--- config.mk ---
export PLATFORM = sky130hd
export DESIGN_NAME = cjb_8bit_alu_wb_stage_v
export DESIGN_NICKNAME = d
export VERILOG_FILES = /design/src/rtl/cjb_8bit_alu_wb_stage_v.sv
export SDC_FILE = /design/constraint.sdc
export NUM_CORES = 1
export LEC_CHECK = 0
export BUFFER_PORTS_ARGS = -buffer_cell sky130_fd_sc_hd__buf_2
export CORE_ASPECT_RATIO = 1.75
export CORE_MARGIN = 2
export CORE_UTILIZATION = 44
export DETAILED_ROUTE_END_ITERATION = 12
export GPL_ROUTABILITY_DRIVEN = 0
export MAX_ROUTING_LAYER = met4
export PLACE_DENSITY_LB_ADDON = 0.15
export SLEW_MARGIN = 10
export SYNTH_ARGS = -nofsm -noshare
export SYNTH_HDL_FRONTEND = slang
export SYNTH_SLANG_ARGS = --single-unit
export TNS_END_PERCENT = 20
--- constraint.sdc ---
create_clock -name Clock -period 1.94 [get_ports Clock]
set_input_delay 0.097 -clock Clock [delete_from_list [all_inputs] [get_ports Clock]]
set_output_delay 0.097 -clock Clock [all_outputs]
set_load 0.1 [all_outputs]
--- src/rtl/cjb_8bit_alu_wb_stage_v.sv ---
// Writeback stage behind the 8-bit ALU. It holds up to two results until the
// register file takes them, keeps the status flags, and evaluates branch conditions.
module cjb_8bit_alu_wb_stage_v #(
  parameter int DEST_W = 3
) (
  input  logic              Clock,
  input  logic              Reset,
  input  logic              In_Valid,
  output logic              In_Ready,
  input  logic [7:0]        ALU_Result,
  input  logic [3:0]        ALU_CNVZ,
  input  logic [DEST_W-1:0] Dest_Addr,
  input  logic              Flag_WE,
  input  logic              Flush,
  output logic              Out_Valid,
  input  logic              Out_Ready,
  output logic [7:0]        WB_Data,
  output logic [DEST_W-1:0] WB_Dest,
  output logic [3:0]        PSR_CNVZ,
  input  logic [2:0]        Cond_Sel,
  output logic              Cond_True,
  output logic              Carry_Out,
  output logic [1:0]        state_dbg
);

  // Handshake: a transfer happens on any rising edge where valid and ready
  // are both 1; valid never waits on ready, and ready depends only on
  // registered state and Flush.

  typedef enum logic [1:0] {
    EMPTY = 2'd0,
    ONE   = 2'd1,
    FULL  = 2'd2
  } state_t;

  state_t            state;
  logic              wr_ptr;
  logic              rd_ptr;
  logic [7:0]        data_mem [2];
  logic [DEST_W-1:0] dest_mem [2];
  logic              push;
  logic              pop;

  assign In_Ready  = (state != FULL) && !Flush;
  assign Out_Valid = (state != EMPTY);
  assign push      = In_Valid && In_Ready;
  assign pop       = Out_Valid && Out_Ready;
  assign state_dbg = state;
  assign Carry_Out = PSR_CNVZ[3];

  // Stale entries are masked so nothing leaks out while the buffer is empty.
  assign WB_Data = Out_Valid ? data_mem[rd_ptr] : 8'd0;
  assign WB_Dest = Out_Valid ? dest_mem[rd_ptr] : '0;

  always_ff @(posedge Clock or posedge Reset) begin
    if (Reset) begin
      state    <= EMPTY;
      wr_ptr   <= 1'b0;
      rd_ptr   <= 1'b0;
      PSR_CNVZ <= 4'b0000;
    end else if (Flush) begin
      state  <= EMPTY;
      wr_ptr <= 1'b0;
      rd_ptr <= 1'b0;
    end else begin
      if (push) begin
        wr_ptr <= ~wr_ptr;
        if (Flag_WE) PSR_CNVZ <= ALU_CNVZ;
      end
      if (pop) rd_ptr <= ~rd_ptr;
      case (state)
        EMPTY: if (push) state <= ONE;
        ONE: begin
          if (push && !pop)      state <= FULL;
          else if (pop && !push) state <= EMPTY;
        end
        FULL:    if (pop) state <= ONE;
        default: state <= EMPTY;
      endcase
    end
  end

  always_ff @(posedge Clock) begin
    if (push) begin
      data_mem[wr_ptr] <= ALU_Result;
      dest_mem[wr_ptr] <= Dest_Addr;
    end
  end

  always_comb begin
    Cond_True = 1'b1;
    case (Cond_Sel)
      3'b000: Cond_True = 1'b1;
      3'b001: Cond_True = PSR_CNVZ[3];
      3'b010: Cond_True = PSR_CNVZ[2];
      3'b011: Cond_True = PSR_CNVZ[1];
      3'b100: Cond_True = PSR_CNVZ[0];
      3'b101: Cond_True = ~PSR_CNVZ[3];
      3'b110: Cond_True = ~PSR_CNVZ[0];
      3'b111: Cond_True = PSR_CNVZ[2] ^ PSR_CNVZ[1];
      default: Cond_True = 1'b1;
    endcase
  end

endmodule

# Yosys cells after proc, flatten, opt, wreduce, memory -nomap -nowiden
# Memory sizes are Yosys's and may differ from the RTL's.
# Cells that the tools add are included.
# classes
add_sub_neg	0
mul	0
n_div	0
order_cmp	0
eq_ne	13
n_shift	0
mux	15
bitwise_logic	6
reduce_logical	15
# ops
cell	count
3-bit == test (second input constant)	4
2-bit two-way mux	5
8-bit two-way mux	1
1-bit case mux with 8 select lines	1
3-bit by 2-bit == test with 1-bit output (second input constant)	2
1-bit two-way mux	6
3-bit inequality test (second input constant)	2
2-bit case mux with 3 select lines	1
3-bit AND reduction	2
2-bit nonzero test	3
1-bit logical AND	5
1-bit inverter	5
4-bit inequality test (second input constant)	1
3-bit by 1-bit == test with 1-bit output (second input constant)	1
1-bit zero test	3
3-bit zero test	1
3-bit two-way mux	1
2-bit by 1-bit == test with 1-bit output (second input constant)	1
2-bit == test (second input constant)	1
2-bit zero test	1
2-bit inequality test (second input constant)	1
1-bit XOR	1
# word_totals
regBits	8
latchBits	0
ram_bits	22
mem_bits_ro	0
in_bits	24
output_inout_bits	21
word_cells	55
memories	2
# memory_table
name	depth	word_bits	rd	rd_clocked_by_memory_dff	write_ports	line	source
data_mem	2	8	1	0	1	39	logic [7:0] data_mem [2];
dest_mem	2	3	1	0	1	40	logic [DEST_W-1:0] dest_mem [2];

# Longest topological paths before layout
# logic_depth
depth_word	9
ltp_mapped	3
ltp_nobuf	3

# Worst setup path before layout
# OpenSTA, ideal clock, no wires.
# synth_timing
path_kind	reg2reg
from	register state[0], in the netlist state_dbg[0]
to	memory data_mem[1][0], enable pin
setup_time_ps	321
arrival_ps	2979
required_time_ps	1619
slack_ps	-1360
stages_incl_launch_ff	4
path_buffers	0
period_less_slack_ps	3300
cell_sequence	dfrtp_1 > nor2b_1 > nor2_1 > and3_2
# synth_via
elab_chain_cells	5
# synth_rtl
item	line	source
start: declaration	36	state_t state;
start signal: assignment	57	state <= EMPTY;
start signal: assignment	62	state <= EMPTY;
start signal: assignment	72	EMPTY: if (push) state <= ONE;
2-bit inequality test	44	assign In_Ready = (state != FULL) && !Flush;
1-bit logical AND	44	
net In_Ready	9	output logic In_Ready,
1-bit logical AND	46	assign push = In_Valid && In_Ready;
1-bit two-way mux	84	if (push) begin
1-bit two-way mux (not written as such)	85	data_mem[wr_ptr] <= ALU_Result;
end: declaration	39	
# The timed path passes the listed nets, and every way through them passes these cells.

# Worst setup path in the final report
# layout_timing
from	register PSR_CNVZ[1]
to	output port Cond_True
# layout_via
elab_chain_cells	2
# layout_rtl
item	line	source
start: declaration	19	output logic [3:0] PSR_CNVZ,
start signal: assignment	60	PSR_CNVZ <= 4'b0000;
start signal: assignment	68	if (Flag_WE) PSR_CNVZ <= ALU_CNVZ;
1-bit XOR	100	3'b111: Cond_True = PSR_CNVZ[2] ^ PSR_CNVZ[1];
1-bit case mux with 8 select lines *	92	case (Cond_Sel)
end: declaration	21	output logic Cond_True,
# Every way passes the cells marked *; elsewhere a longest branch is shown, timed or not.

==> impl_metrics.env <==
export IMPL_outcome="finished, final reports clean"
export IMPL_dr_pass1_iters=3
export IMPL_syn_avg_cell_area_um2=14.1
export IMPL_viasPerCell=5.20
export IMPL_wl_met3_um=155
export IMPL_reg2reg_to="data_mem[1][3]$_DFFE_PP_"
export IMPL_ant_nets=0
export IMPL_grt_pass1_wl_um=3900
export IMPL_relSlewSlack=0.676
export IMPL_finalMaxSlewViolations=0
export IMPL_setup_ws_ns=0.127
export IMPL_switching_share=0.392
export IMPL_regArea_um2=868
export IMPL_ys_flop_type="edfxtp_1"
export IMPL_post_place_ws_ns=0.428
export IMPL_r2r_cells=3
export IMPL_wl_met1_um=824
export IMPL_initial_core_util=0.459
export IMPL_clk_path_buf_depth=2
export IMPL_place_inst=166
export IMPL_ys_warn_count=0
export IMPL_drt_total_wl_um=2420
export IMPL_worstPathMaxFanout=5
export IMPL_critPathLaunch="PSR_CNVZ[1]$_DFFE_PP0P_"
export IMPL_vdd_drop_max_mv=0.762
export IMPL_cap_violations=0
export IMPL_postCtsSetupRepairBufs=0
export IMPL_netlist_area_um2=1330
export IMPL_die_w_um=45.6
export IMPL_cts_tree="built"
export IMPL_holdBufCountCts=2
export IMPL_numCtsBuffers=5
export IMPL_cp_cell_sequence="mux2_1 > o211a_1 > a22o_2 > buf_2"
export IMPL_multi_input_area_um2=543
export IMPL_worst_r2r_setup_slack_ns=0.56
export IMPL_pin_count=45
export IMPL_grt_pass1_vias=932
export IMPL_fin_crit_ns=1.81
export IMPL_power_leakage_nw=0.768
export IMPL_dr_wl_met2_um=1400
export IMPL_hold_viol_final=0
export IMPL_cts_clk_slew_worst_paths_ns=0.07
export IMPL_p_int_mw=1.13
export IMPL_postSynthCellCount=94
export IMPL_grt_max_degree=13
export IMPL_row_count=26
export IMPL_r2r_start="state_dbg[1]$_DFFE_PP0P_"
export IMPL_critPathLaunchType="flop"
export IMPL_rsz0062_at_grt="no"
export IMPL_stdcell_count=179
export IMPL_setup_viol=0
export IMPL_pwr_share_clk=0.250
export IMPL_cts_resized=0
export IMPL_final_cell_mix="buf_2, edfxtp_1, mux2i_1, nor2_4, dfrtp_1"
export IMPL_seqPwrFrac=0.411
export IMPL_yosysSeqAreaShare=0.647
export IMPL_synth_largest_area_cell="edfxtp_1"
export IMPL_drc=0
export IMPL_clkLatencyLatePin_ns=0.28
export IMPL_p_sw_uw=728
export IMPL_pwr_share_comb=0.339
export IMPL_ys_types=30
export IMPL_ys_async_sr_fraction=0.267
export IMPL_clock_root_buffer="clkbuf_8"
export IMPL_critPathMaxStageDelay_ns=0.41
export IMPL_hold_path_class="input pin to flop"
export IMPL_fin_skew_ns=0.00929
export IMPL_synth_top_cells_by_area="edfxtp_1, dfrtp_1, mux2i_1, mux2_4, nor2_1"
export IMPL_first_iter_violations=24
export IMPL_antenna_cells=0
export IMPL_antenna_found_initial=0
export IMPL_nets=174
export IMPL_htree_levels=2
export IMPL_worstPathArrival_ns=1.72
export IMPL_dr_max_layer_used="met4"
export IMPL_synth_seq_cells=30
export IMPL_fillCellCount=225
export IMPL_worst_setup_path_type="flop to output pin"
export IMPL_syn_nets=118
export IMPL_overflow=0
export IMPL_area_growth_pct=38.9
export IMPL_die_h_um=76.7
export IMPL_clock_sinks=30
export IMPL_core_area_um2=2900
export IMPL_critPathCaptureType="output pin"
export IMPL_wl_per_cell_um=13.5
export IMPL_hold_ws_ns=0.0118
export IMPL_synth_edf_count=22
export IMPL_post_route_util=0.638
export IMPL_dp_hpwl_um=1790
export IMPL_vias=930
export IMPL_worstSetupEndpoint="Cond_True"
export IMPL_power_density_nw_per_um2=1010
export IMPL_die_area_um2=3500
export IMPL_numPortBuffers=44
export IMPL_period_share=0.935
export IMPL_drive_gt1_frac=0.543
export IMPL_synth_top_area_share=0.497
export IMPL_worst_slew_pin_slew_ns=0.490
export IMPL_required_ns=1.84
export IMPL_crit_slowest_cell="dfrtp_1"
export IMPL_max_freq_ghz=0.552
export IMPL_final_common_cell="buf_2"
export IMPL_gr_usage_all_layers=0.161
power groups by stage:
stage | clock network, mW | logic, mW | registers [mW]
floorplan | 0 | 0.378 | 0.915
finish | 0.465 | 0.630 | 0.763
detailed placement | 0 | 0.627 | 0.776
global route | 0.509 | 0.657 | 0.769
global placement | 0 | 0.620 | 0.774
CTS | 0.477 | 0.630 | 0.763
sequential cells by signal, indices dropped and copies added (netlist names):
signal	count
wr_ptr	1
data_mem	16
PSR_CNVZ	4
state_dbg	2
rd_ptr	1
dest_mem	6
layer usage:
layer  vias to the layer above  GRT usage
met1                       438      0.132
met2                        36      0.293
met5                         -          -
met4                         0     0.0706
li1                        451          -
met3                         5     0.0565
through the flow:
step	cell area [um^2]	setup TNS [ns]	total power, mW
finish	1850	0	1.86
global route	1850	0	1.94
CTS	1820	0	1.87
detailed placement	1720	0	1.40
global placement	1720	0	1.39
floorplan	1440	-1.04	1.29
cell usage after synthesis, types with 2 or more instances:
| cell | n |
|---|---|
| edfxtp_1 | 22 |
| nor2_1 | 16 |
| mux2i_1 | 12 |
| dfrtp_1 | 8 |
| mux2_4 | 4 |
| o21ai_0 | 3 |
| a21oi_1 | 2 |
| inv_1 | 2 |
| nand2b_1 | 2 |
| nand3b_1 | 2 |
| o21ba_2 | 2 |
kinds of logic (layout without fill, tap and decap cells):
family                 after synthesis  count (layout)  share of synthesized area
XOR/XNOR                             1               1                    0.00659
AND/OR/NAND/NOR                     30              30                      0.128
buffers and inverters                6              63                     0.0207
AO/OA/AOI/OAI                       10              10                     0.0536
multiplexers                        17              17                      0.144
flip-flops                          30              30                      0.647
how the worst min path moves through the flow:
stage	startpoint	slack, ns	cells past startpoint	endpoint
floorplan	Reset	-0.09	1	PSR_CNVZ[0]$_DFFE_PP0P_
CTS	ALU_Result[7]	0.001	1	data_mem[0][7]$_DFFE_PP_
detailed placement	Reset	0.07	2	PSR_CNVZ[3]$_DFFE_PP0P_
global route	ALU_Result[5]	0.003	1	data_mem[1][5]$_DFFE_PP_
finish	ALU_Result[5]	0.01	1	data_mem[1][5]$_DFFE_PP_
global placement	Reset	0.06	2	PSR_CNVZ[3]$_DFFE_PP0P_
layout make-up:
| cell class | count | share of cell area |
|---|---|---|
| Clock buffer | 6 | 0.0393 |
| Clock inverter | 2 | 0.00542 |
| Inverter | 3 | 0.00609 |
| Multi-Input combinational cell | 58 | 0.294 |
| Sequential cell | 30 | 0.470 |
| Tap cell | 28 | 0.0190 |
| Timing Repair Buffer | 52 | 0.167 |
worst max-delay path, delay by kind of cell, from the launching register on:
kind / cells / cell delay (ns)
AO/OA/AOI/OAI: 2 / 0.44
buffers and inverters: 1 / 0.28
flip-flops: 1 / 0.41
multiplexers: 1 / 0.30
Note: power is estimated with default switching activity, not from simulation.
